<file path="src/rtl/r200_lsu_pkg.sv">
// r200 load/store unit shared definitions.
// Holds the RV32I func3 encodings for loads/stores, the access-size field
// decode, and the MEM-stage FSM state type.
package r200_lsu_pkg;

   // func3 encodings (loads and stores share the low size bits)
   localparam logic [2:0] F3_LB  = 3'b000;
   localparam logic [2:0] F3_LH  = 3'b001;
   localparam logic [2:0] F3_LW  = 3'b010;
   localparam logic [2:0] F3_LBU = 3'b100;
   localparam logic [2:0] F3_LHU = 3'b101;
   localparam logic [2:0] F3_SB  = 3'b000;
   localparam logic [2:0] F3_SH  = 3'b001;
   localparam logic [2:0] F3_SW  = 3'b010;

   // Access size, taken from func3[1:0]; SZ_RSVD is always treated as misaligned
   typedef enum logic [1:0] {
      SZ_BYTE = 2'b00,
      SZ_HALF = 2'b01,
      SZ_WORD = 2'b10,
      SZ_RSVD = 2'b11
   } lsu_size_e;

   typedef enum logic [1:0] {
      IDLE = 2'd0,
      BUSY = 2'd1,
      DONE = 2'd2
   } lsu_state_e;

   function automatic lsu_size_e f3_size(input logic [2:0] f3);
      return lsu_size_e'(f3[1:0]);
   endfunction

   // func3[2] selects zero extension for LBU/LHU
   function automatic logic f3_is_unsigned(input logic [2:0] f3);
      return f3[2];
   endfunction

endpackage

</file>
<file path="src/rtl/lsu_align.sv">
// Combinational alignment helper for the r200 load/store unit.
// Store path : i_st_addr_lo, i_st_func3, i_wdata -> o_wstrb, o_wdata, o_misalign
// Load path  : i_ld_addr_lo, i_ld_func3, i_bus_rdata -> o_rdata (lane-selected, extended)
module lsu_align
   import r200_lsu_pkg::*;
(
   input  logic [1:0]  i_st_addr_lo,
   input  logic [2:0]  i_st_func3,
   input  logic [31:0] i_wdata,
   output logic [3:0]  o_wstrb,
   output logic [31:0] o_wdata,
   output logic        o_misalign,
   input  logic [1:0]  i_ld_addr_lo,
   input  logic [2:0]  i_ld_func3,
   input  logic [31:0] i_bus_rdata,
   output logic [31:0] o_rdata
);

   logic [7:0]  w_byte;
   logic [15:0] w_half;
   logic        w_sext;

   // Store lanes and alignment check
   always_comb begin
      o_wstrb    = 4'b0000;
      o_wdata    = i_wdata;
      o_misalign = 1'b0;
      unique case (f3_size(i_st_func3))
         SZ_BYTE: begin
            o_wdata = {4{i_wdata[7:0]}};
            o_wstrb = 4'b0001 << i_st_addr_lo;
         end
         SZ_HALF: begin
            o_wdata    = {2{i_wdata[15:0]}};
            o_wstrb    = i_st_addr_lo[1] ? 4'b1100 : 4'b0011;
            o_misalign = i_st_addr_lo[0];
         end
         SZ_WORD: begin
            o_wstrb    = 4'b1111;
            o_misalign = |i_st_addr_lo;
         end
         default: begin
            o_misalign = 1'b1;
         end
      endcase
   end

   // Load lane select and extension
   always_comb begin
      w_byte = i_bus_rdata[7:0];
      unique case (i_ld_addr_lo)
         2'd0:    w_byte = i_bus_rdata[7:0];
         2'd1:    w_byte = i_bus_rdata[15:8];
         2'd2:    w_byte = i_bus_rdata[23:16];
         default: w_byte = i_bus_rdata[31:24];
      endcase
      w_half = i_ld_addr_lo[1] ? i_bus_rdata[31:16] : i_bus_rdata[15:0];
      w_sext = ~f3_is_unsigned(i_ld_func3);

      unique case (f3_size(i_ld_func3))
         SZ_BYTE: o_rdata = {{24{w_sext & w_byte[7]}}, w_byte};
         SZ_HALF: o_rdata = {{16{w_sext & w_half[15]}}, w_half};
         default: o_rdata = i_bus_rdata;
      endcase
   end

endmodule

</file>
<file path="src/rtl/r200lsu.sv">
// r200 MEM-stage load/store unit.
// Accepts one load/store per instruction, drives a word-wide req/ack data bus,
// stalls the pipeline while the access is outstanding and abandons it after
// TIMEOUT_CYCLES BUSY cycles without an ack.
// Ports:
//   i_clk, i_rst_n        clock, asynchronous active-low reset
//   i_req_valid, i_memrd, i_memwr, i_func3, i_addr, i_wdata   EX/MEM request
//   o_stall               pipeline hold / MEM-WB bubble
//   o_ld_valid, o_rdata   completion pulse and aligned, extended load data
//   o_misalign, o_bus_err one-cycle error pulses (coincide with o_ld_valid)
//   o_bus_*, i_bus_*      data-memory bus
module r200lsu
   import r200_lsu_pkg::*;
#(
   parameter int unsigned TIMEOUT_CYCLES = 255,
   parameter int unsigned AW             = 32
) (
   input  logic          i_clk,
   input  logic          i_rst_n,
   input  logic          i_req_valid,
   input  logic          i_memrd,
   input  logic          i_memwr,
   input  logic [2:0]    i_func3,
   input  logic [AW-1:0] i_addr,
   input  logic [31:0]   i_wdata,
   output logic          o_stall,
   output logic          o_ld_valid,
   output logic [31:0]   o_rdata,
   output logic          o_misalign,
   output logic          o_bus_err,
   output logic          o_bus_req,
   output logic          o_bus_we,
   output logic [AW-1:0] o_bus_addr,
   output logic [3:0]    o_bus_wstrb,
   output logic [31:0]   o_bus_wdata,
   input  logic          i_bus_ack,
   input  logic [31:0]   i_bus_rdata
);

   localparam int unsigned TW = $clog2(TIMEOUT_CYCLES + 1);

   lsu_state_e    r_state, w_state_next;
   logic [TW-1:0] r_tmo;
   logic          r_misalign;
   logic          r_bus_err;
   logic          r_is_store;
   logic [1:0]    r_ld_addr_lo;
   logic [2:0]    r_ld_func3;
   logic [31:0]   r_rdata;
   logic          r_bus_req;
   logic          r_bus_we;
   logic [AW-1:0] r_bus_addr;
   logic [3:0]    r_bus_wstrb;
   logic [31:0]   r_bus_wdata;

   logic          w_access;
   logic          w_misalign;
   logic [3:0]    w_wstrb;
   logic [31:0]   w_wdata;
   logic [31:0]   w_ld_data;
   logic          w_ack;
   logic          w_timeout;

   lsu_align u_align (
      .i_st_addr_lo (i_addr[1:0]),
      .i_st_func3   (i_func3),
      .i_wdata      (i_wdata),
      .o_wstrb      (w_wstrb),
      .o_wdata      (w_wdata),
      .o_misalign   (w_misalign),
      .i_ld_addr_lo (r_ld_addr_lo),
      .i_ld_func3   (r_ld_func3),
      .i_bus_rdata  (i_bus_rdata),
      .o_rdata      (w_ld_data)
   );

   assign w_access  = (r_state == IDLE) & i_req_valid & (i_memrd | i_memwr);
   assign w_ack     = (r_state == BUSY) & r_bus_req & i_bus_ack;
   // Last permitted BUSY cycle with no ack; ack in that same cycle still wins
   assign w_timeout = (r_state == BUSY) & ~w_ack & (r_tmo == TW'(TIMEOUT_CYCLES - 1));

   // State register
   always_ff @(posedge i_clk or negedge i_rst_n) begin
      if (!i_rst_n) begin
         r_state <= IDLE;
      end else begin
         r_state <= w_state_next;
      end
   end

   // Next-state logic
   always_comb begin
      w_state_next = r_state;
      unique case (r_state)
         IDLE: begin
            if (w_access) begin
               w_state_next = w_misalign ? DONE : BUSY;
            end
         end
         BUSY: begin
            if (w_ack || w_timeout) begin
               w_state_next = DONE;
            end
         end
         DONE:    w_state_next = IDLE;
         default: w_state_next = IDLE;
      endcase
   end

   // Outputs; stall is forced low during reset so every output clears at once
   always_comb begin
      o_stall     = i_rst_n & (((r_state == IDLE) & w_access & ~w_misalign) |
                               (r_state == BUSY));
      o_ld_valid  = (r_state == DONE);
      o_misalign  = (r_state == DONE) & r_misalign;
      o_bus_err   = (r_state == DONE) & r_bus_err;
      o_rdata     = r_rdata;
      o_bus_req   = r_bus_req;
      o_bus_we    = r_bus_we;
      o_bus_addr  = r_bus_addr;
      o_bus_wstrb = r_bus_wstrb;
      o_bus_wdata = r_bus_wdata;
   end

   // Datapath: bus registers, timeout counter, result capture
   always_ff @(posedge i_clk or negedge i_rst_n) begin
      if (!i_rst_n) begin
         r_tmo        <= '0;
         r_misalign   <= 1'b0;
         r_bus_err    <= 1'b0;
         r_is_store   <= 1'b0;
         r_ld_addr_lo <= 2'b00;
         r_ld_func3   <= 3'b000;
         r_rdata      <= 32'h0;
         r_bus_req    <= 1'b0;
         r_bus_we     <= 1'b0;
         r_bus_addr   <= '0;
         r_bus_wstrb  <= 4'b0000;
         r_bus_wdata  <= 32'h0;
      end else begin
         unique case (r_state)
            IDLE: begin
               if (w_access) begin
                  r_tmo        <= '0;
                  r_bus_err    <= 1'b0;
                  r_misalign   <= w_misalign;
                  r_is_store   <= i_memwr;
                  r_ld_addr_lo <= i_addr[1:0];
                  r_ld_func3   <= i_func3;
                  if (w_misalign) begin
                     r_rdata <= 32'h0;
                  end else begin
                     r_bus_req   <= 1'b1;
                     r_bus_we    <= i_memwr;
                     r_bus_addr  <= {i_addr[AW-1:2], 2'b00};
                     r_bus_wstrb <= i_memwr ? w_wstrb : 4'b0000;
                     r_bus_wdata <= i_memwr ? w_wdata : 32'h0;
                  end
               end
            end
            BUSY: begin
               if (w_ack || w_timeout) begin
                  // Stores and timeouts report zero data
                  r_rdata     <= (w_ack && !r_is_store) ? w_ld_data : 32'h0;
                  r_bus_err   <= w_timeout;
                  r_bus_req   <= 1'b0;
                  r_bus_we    <= 1'b0;
                  r_bus_addr  <= '0;
                  r_bus_wstrb <= 4'b0000;
                  r_bus_wdata <= 32'h0;
               end else begin
                  r_tmo <= r_tmo + TW'(1);
               end
            end
            default: begin
            end
         endcase
      end
   end

endmodule

</file>
<file path="config.mk">
export PLATFORM = sky130hd
export DESIGN_NAME = r200lsu
export DESIGN_NICKNAME = d
export VERILOG_FILES = /design/src/rtl/r200_lsu_pkg.sv /design/src/rtl/lsu_align.sv /design/src/rtl/r200lsu.sv
export SDC_FILE = /design/constraint.sdc
export NUM_CORES = 1
export LEC_CHECK = 0
export ABC_AREA = 1
export BUFFER_PORTS_ARGS = -buffer_cell sky130_fd_sc_hd__buf_2
export CAP_MARGIN = 20
export CORE_MARGIN = 2
export CORE_UTILIZATION = 35
export CTS_CLUSTER_SIZE = 24
export DETAILED_ROUTE_END_ITERATION = 10
export PLACE_DENSITY_LB_ADDON = 0.15
export SETUP_SLACK_MARGIN = 0.02
export SKIP_CTS_REPAIR_TIMING = 1
export SLEW_MARGIN = 20
export SYNTH_ARGS = -nofsm -noshare
export SYNTH_HDL_FRONTEND = slang
export SYNTH_HIERARCHICAL = 1
export SYNTH_SLANG_ARGS = --single-unit
</file>
<file path="constraint.sdc">
create_clock -name i_clk -period 1.6 [get_ports i_clk]
set_input_delay 0.16 -clock i_clk [delete_from_list [all_inputs] [get_ports i_clk]]
set_output_delay 0.16 -clock i_clk [all_outputs]
set_load 0.02 [all_outputs]
</file>
# After elaboration in Yosys (flattened, before gate mapping)
# Index checks and enable logic that the tools add are counted.
# totals
reg_bits	120
out_inout_bits	106
wordCells	103
# op_classes
add_sub_neg	1
eq_ne	13
shift	1
muxes	42
bitwise	18
reduce_logical	15
# op_table
cell	n
32-bit 2-to-1 mux	10
32-bit case mux with 2 select lines	5
8-bit case mux with 3 select lines	1
4-bit 2-to-1 mux	5
16-bit 2-to-1 mux	1
8-bit 2-to-1 mux	2
8-bit case mux with 2 select lines	1
1-bit bitwise AND	13
4-bit case mux with 3 select lines	1
2-bit inequality test, second input constant	5
8-bit by 1-bit adder with 8-bit output, second input constant	1
2-bit by 1-bit equality test with 1-bit output, second input constant	4
8-bit equality test, second input constant	1
2-bit zero test	4
4-bit case mux with 2 select lines	1
4-bit AND reduction	2
1-bit 2-to-1 mux	7
2-bit equality test, second input constant	3
2-bit 2-to-1 mux	3
1-bit case mux with 2 select lines	3
3-bit AND reduction	2
2-bit case mux with 2 select lines	1
2-bit AND reduction	2
1-bit by 2-bit left shift with 4-bit output, first input constant	1
other kinds (8)	11

# Longest topological paths before layout
# logic_depth
word_depth	9
ltp_mapped	12

# Hierarchy
# Netlist, hierarchy kept.
# modules_own_cells
mod	n_inst	cells_each	area_each_um2
r200lsu	1	554	4762.1
lsu_align	1	255	1308.8

# Worst setup path after synthesis
# No wires, ideal clock.
# synth_timing
kind	input -> output
start	input port i_func3[1]
end	output port o_stall
t_arrival_ns	1.515
t_required_ns	1.440
slack_ns	-0.075
path_stages	7
n_path_buf	2
path_cell_list	buf_2 nor2_1 buf_2 o21ai_0 nor3_2 nand2_1 a21boi_0
# synth_via
elab_chain_cells	6
word_cells_on_any_way	8
classes_between	eq/ne (2); mux (1); bitwise (4); reduce/logical (1)
# synth_rtl
item	line	text
from (decl)	r200lsu.sv:23	input logic [2:0] i_func3,
2-bit equality test, or another cell as far along	lsu_align.sv:28	unique case (f3_size(i_st_func3))
1-bit case mux with 3 select lines (*)	lsu_align.sv:28	
via w_misalign	r200lsu.sv:57	logic w_misalign;
1-bit inverter (*)	r200lsu.sv:112	o_stall = i_rst_n & (((r_state == IDLE) & w_access & ~w_misalign) |
1-bit bitwise AND (*)	r200lsu.sv:112	
1-bit OR (*)	r200lsu.sv:112	
1-bit bitwise AND (*)	r200lsu.sv:112	
to (decl)	r200lsu.sv:26	output logic o_stall,
# The timed path passes the listed nets; every way through them passes the cells marked *.

# Worst setup path in the final report
# layout_timing
start	register r_state[1]
end	output port o_stall
# layout_via
elab_chain_cells	7
word_cells_on_any_way	8
classes_between	eq/ne (1); bitwise (6); reduce/logical (1)
# layout_rtl
item	line	text
from (decl)	r200lsu.sv:42	lsu_state_e r_state, w_state_next;
from (signal assigned)	r200lsu.sv:87	r_state <= w_state_next;
2-bit zero test	r200lsu.sv:77, r200lsu.sv:112	
1-bit bitwise AND (2 in a row)	r200lsu.sv:77	assign w_access = (r_state == IDLE) & i_req_valid & (i_memrd | i_memwr);
1-bit bitwise AND (2 in a row)	r200lsu.sv:112	
1-bit OR (*)	r200lsu.sv:112	
1-bit bitwise AND (*)	r200lsu.sv:112	
# Every way passes the cells marked *; elsewhere a longest branch is shown, timed or not.

==> results.tsv <==
metric	value	unit
status	finished clean	
drive_above_1_share	30.31	%
yosys_register_bits	118	
io_buffers	208	
mostFrequentLayoutCell	nand2_1	
ys_warn_count	6	
relSlewSlack	61.13	%
clock.fmax	641.8	MHz
drc	0	
setup_viol	0	
rows	48	
grt_pass1_vias	5465	
cp-end-kind	output pin	
hold_path_class	in -> reg	
ios	211	
root_buffer	clkbuf_16	
p_sw	5.754	mW
cts_buffer_depth	2	
viasPerCell	4.585	
place_worst_setup_slack	-0.006115	ns
start_util	35.47	%
slew_violations	0	
clk_pin_slew	0.05	ns
synth-seq-area-share	48.64	%
insertion_delay	0.41	ns
htreeDepth	4	
final_core_util	49.10	%
antenna_found_initial	0	
rsz0062_at_grt	yes	
synth_top_area_cell	dfrtp_1	
cp.arrival	1.40	ns
synth_top_area_share	48.64	%
nets	1163	
first_pass_iters	4	
timing.final.ws_setup	0.04186	ns
synthTopCellsByArea	dfrtp_1 49%, nand2_1 29%, nand3_2 3.6%, nand3_1 2.2%, inv_1 2.2%	
detail-route-antenna-nets	0	
dieHeight	135.7	um
p_comb_share	42.1	%
synthToLayoutAreaGrowth	38.44	%
fin_skew	0.008810	ns
dp_hpwl	12.79	mm
cts_buffers	17	
post_drt_wl_per_cell	14.55	um
path_max_fanout	4	
core	17120	um2
start_kind	flip-flop	
final_cell_mix	469 x nand2_1, 206 x buf_2, 115 x dfrtp_1	
p_sw_share	41.42	%
cts.sinks	118	
finalHoldViolCount	0	
worstSetupPathType	reg -> out	
die_area	18410	um2
grt_pass1_wl	27.92	mm
pwr-share-seq	31.6	%
grt-ovfl-total	0	
synthCells	809	
intPower	8.137	mW
fill_cells	1761	
p_leak	5.017	nW
grt_max_degree	68	
period_minus_slack	1.558	ns
worstMarginPinSlew	0.5831	ns
vdd_drop_max	0.7761	mV
p_clk_share	26.3	%
max_cap_viol_count	0	
die_x	135.7	um
grt_usage	19.63	%
fin_crit_sh	97.38	%
drtIter0Drc	271	
drt-total-wl	18.83	mm
synth_area	6071	um2
via_count	5933	
required	1.44	ns
cts_tree	built	
synth_cell_type_count	33	
avgSynthCellArea	7.504	um2
gp_congestion	0.8235	
fin_setup_tns	0	ns
power_density	1653	nW/um2
n_antenna_cell	0	
-- layout make-up --
class                   instances  area (um2)  area share [%]
flip-flops and latches        118        2957           35.18
repair buffers                274        1718           20.44
clock inverters                12       102.6           1.221
well taps                     225       281.5           3.350
multi-input cells             607        2734           32.53
inverters                      38       145.1           1.727
clock buffers                  20       466.7           5.553
-- cell usage after synthesis, drive strengths merged --
| cell type | n |
|---|---|
| clkbuf | 7 |
| buf | 41 |
| inv | 38 |
| conb | 1 |
| xor2 | 1 |
| nand3 | 51 |
| or2 | 2 |
| nor3 | 3 |
| dfrtp | 118 |
| o211ai | 9 |
| o21ai | 25 |
| o21a | 2 |
| nor2 | 18 |
| and3 | 1 |
| o21bai | 2 |
| nand2 | 474 |
| a21boi | 1 |
| ha | 2 |
| xnor2 | 1 |
| nor3b | 1 |
| a21oi | 9 |
| nand4 | 2 |
-- layer usage --
metal | up-vias | GRT usage [%] | wire length [um]
met4 | 0 | 7.813 | 294
met2 | 186 | 31.45 | 9025
met3 | 15 | 5.686 | 1249
met1 | 2750 | 24.98 | 8262
li1 | 2982 | - | -
met5 | - | 0 | 0
-- power by group through the flow --
stage                     Sequential [mW]  Clock [mW]  Combinational, mW
after global placement               4.42           0               5.47
after detailed placement             4.41           0               5.51
after CTS                            4.39        3.74               5.51
after global routing                 4.52        3.88               6.46
after floorplan                      5.22           0               2.85
final                                4.39        3.65               5.85
-- final timing paths --
path | startpoint | end | slack (ns) | depth (start not counted)
max | r_state[1] | o_stall | 0.04 | 4
min | i_wdata[6] | o_bus_wdata[6] | 0.002 | 3
max reg2reg | r_state[1] | o_bus_addr[18] | 0.05 | 8
min reg2reg | o_rdata[13] | o_rdata[13] | 0.46 | 2
max in group asynchronous | i_rst_n | r_state[0] | 0.72 | 3
min in group asynchronous | i_rst_n | o_rdata[3] | 0.32 | 3
-- cells by family after synthesis --
| kind of cell | share of synthesized area (%) |
|---|---|
| adder cells (fa/ha/maj) | 0.4121 |
| XOR/XNOR | 0.2886 |
| AND/OR/NAND/NOR | 38.36 |
| flip-flops | 48.64 |
| buffers and inverters | 7.585 |
| AO/OA/AOI/OAI | 4.658 |
| other | 0.06177 |
-- registers in the layout (all words and copies together) (netlist names) --
signal / count
r_bus_err: 1
o_bus_wdata: 32
o_bus_req: 1
r_misalign: 1
o_bus_we: 1
o_rdata: 32
r_state: 2
r_is_store: 1
r_tmo: 8
r_ld_func3: 3
o_bus_wstrb: 4
r_ld_addr_lo: 2
o_bus_addr: 30
-- metrics by stage --
step,std cells,hold WS (ns),cell area (um2),power [mW]
after floorplan,810,-0.1356,6080,8.073
after global placement,1223,0.2229,7372,9.887
after detailed placement,1223,0.2029,7372,9.920
after CTS,1255,-0.2385,7941,13.64
after global routing,1294,0.01071,8404,14.86
final,1294,0.002375,8404,13.89
-- worst max-delay path, cell delays in order (launching register included) --
cell	delay (ns)
dfrtp_2	0.45
nor3_4	0.20
nand2_2	0.08
a21boi_2	0.12
buf_4	0.15
Note: power is estimated with default switching activity, not from simulation.
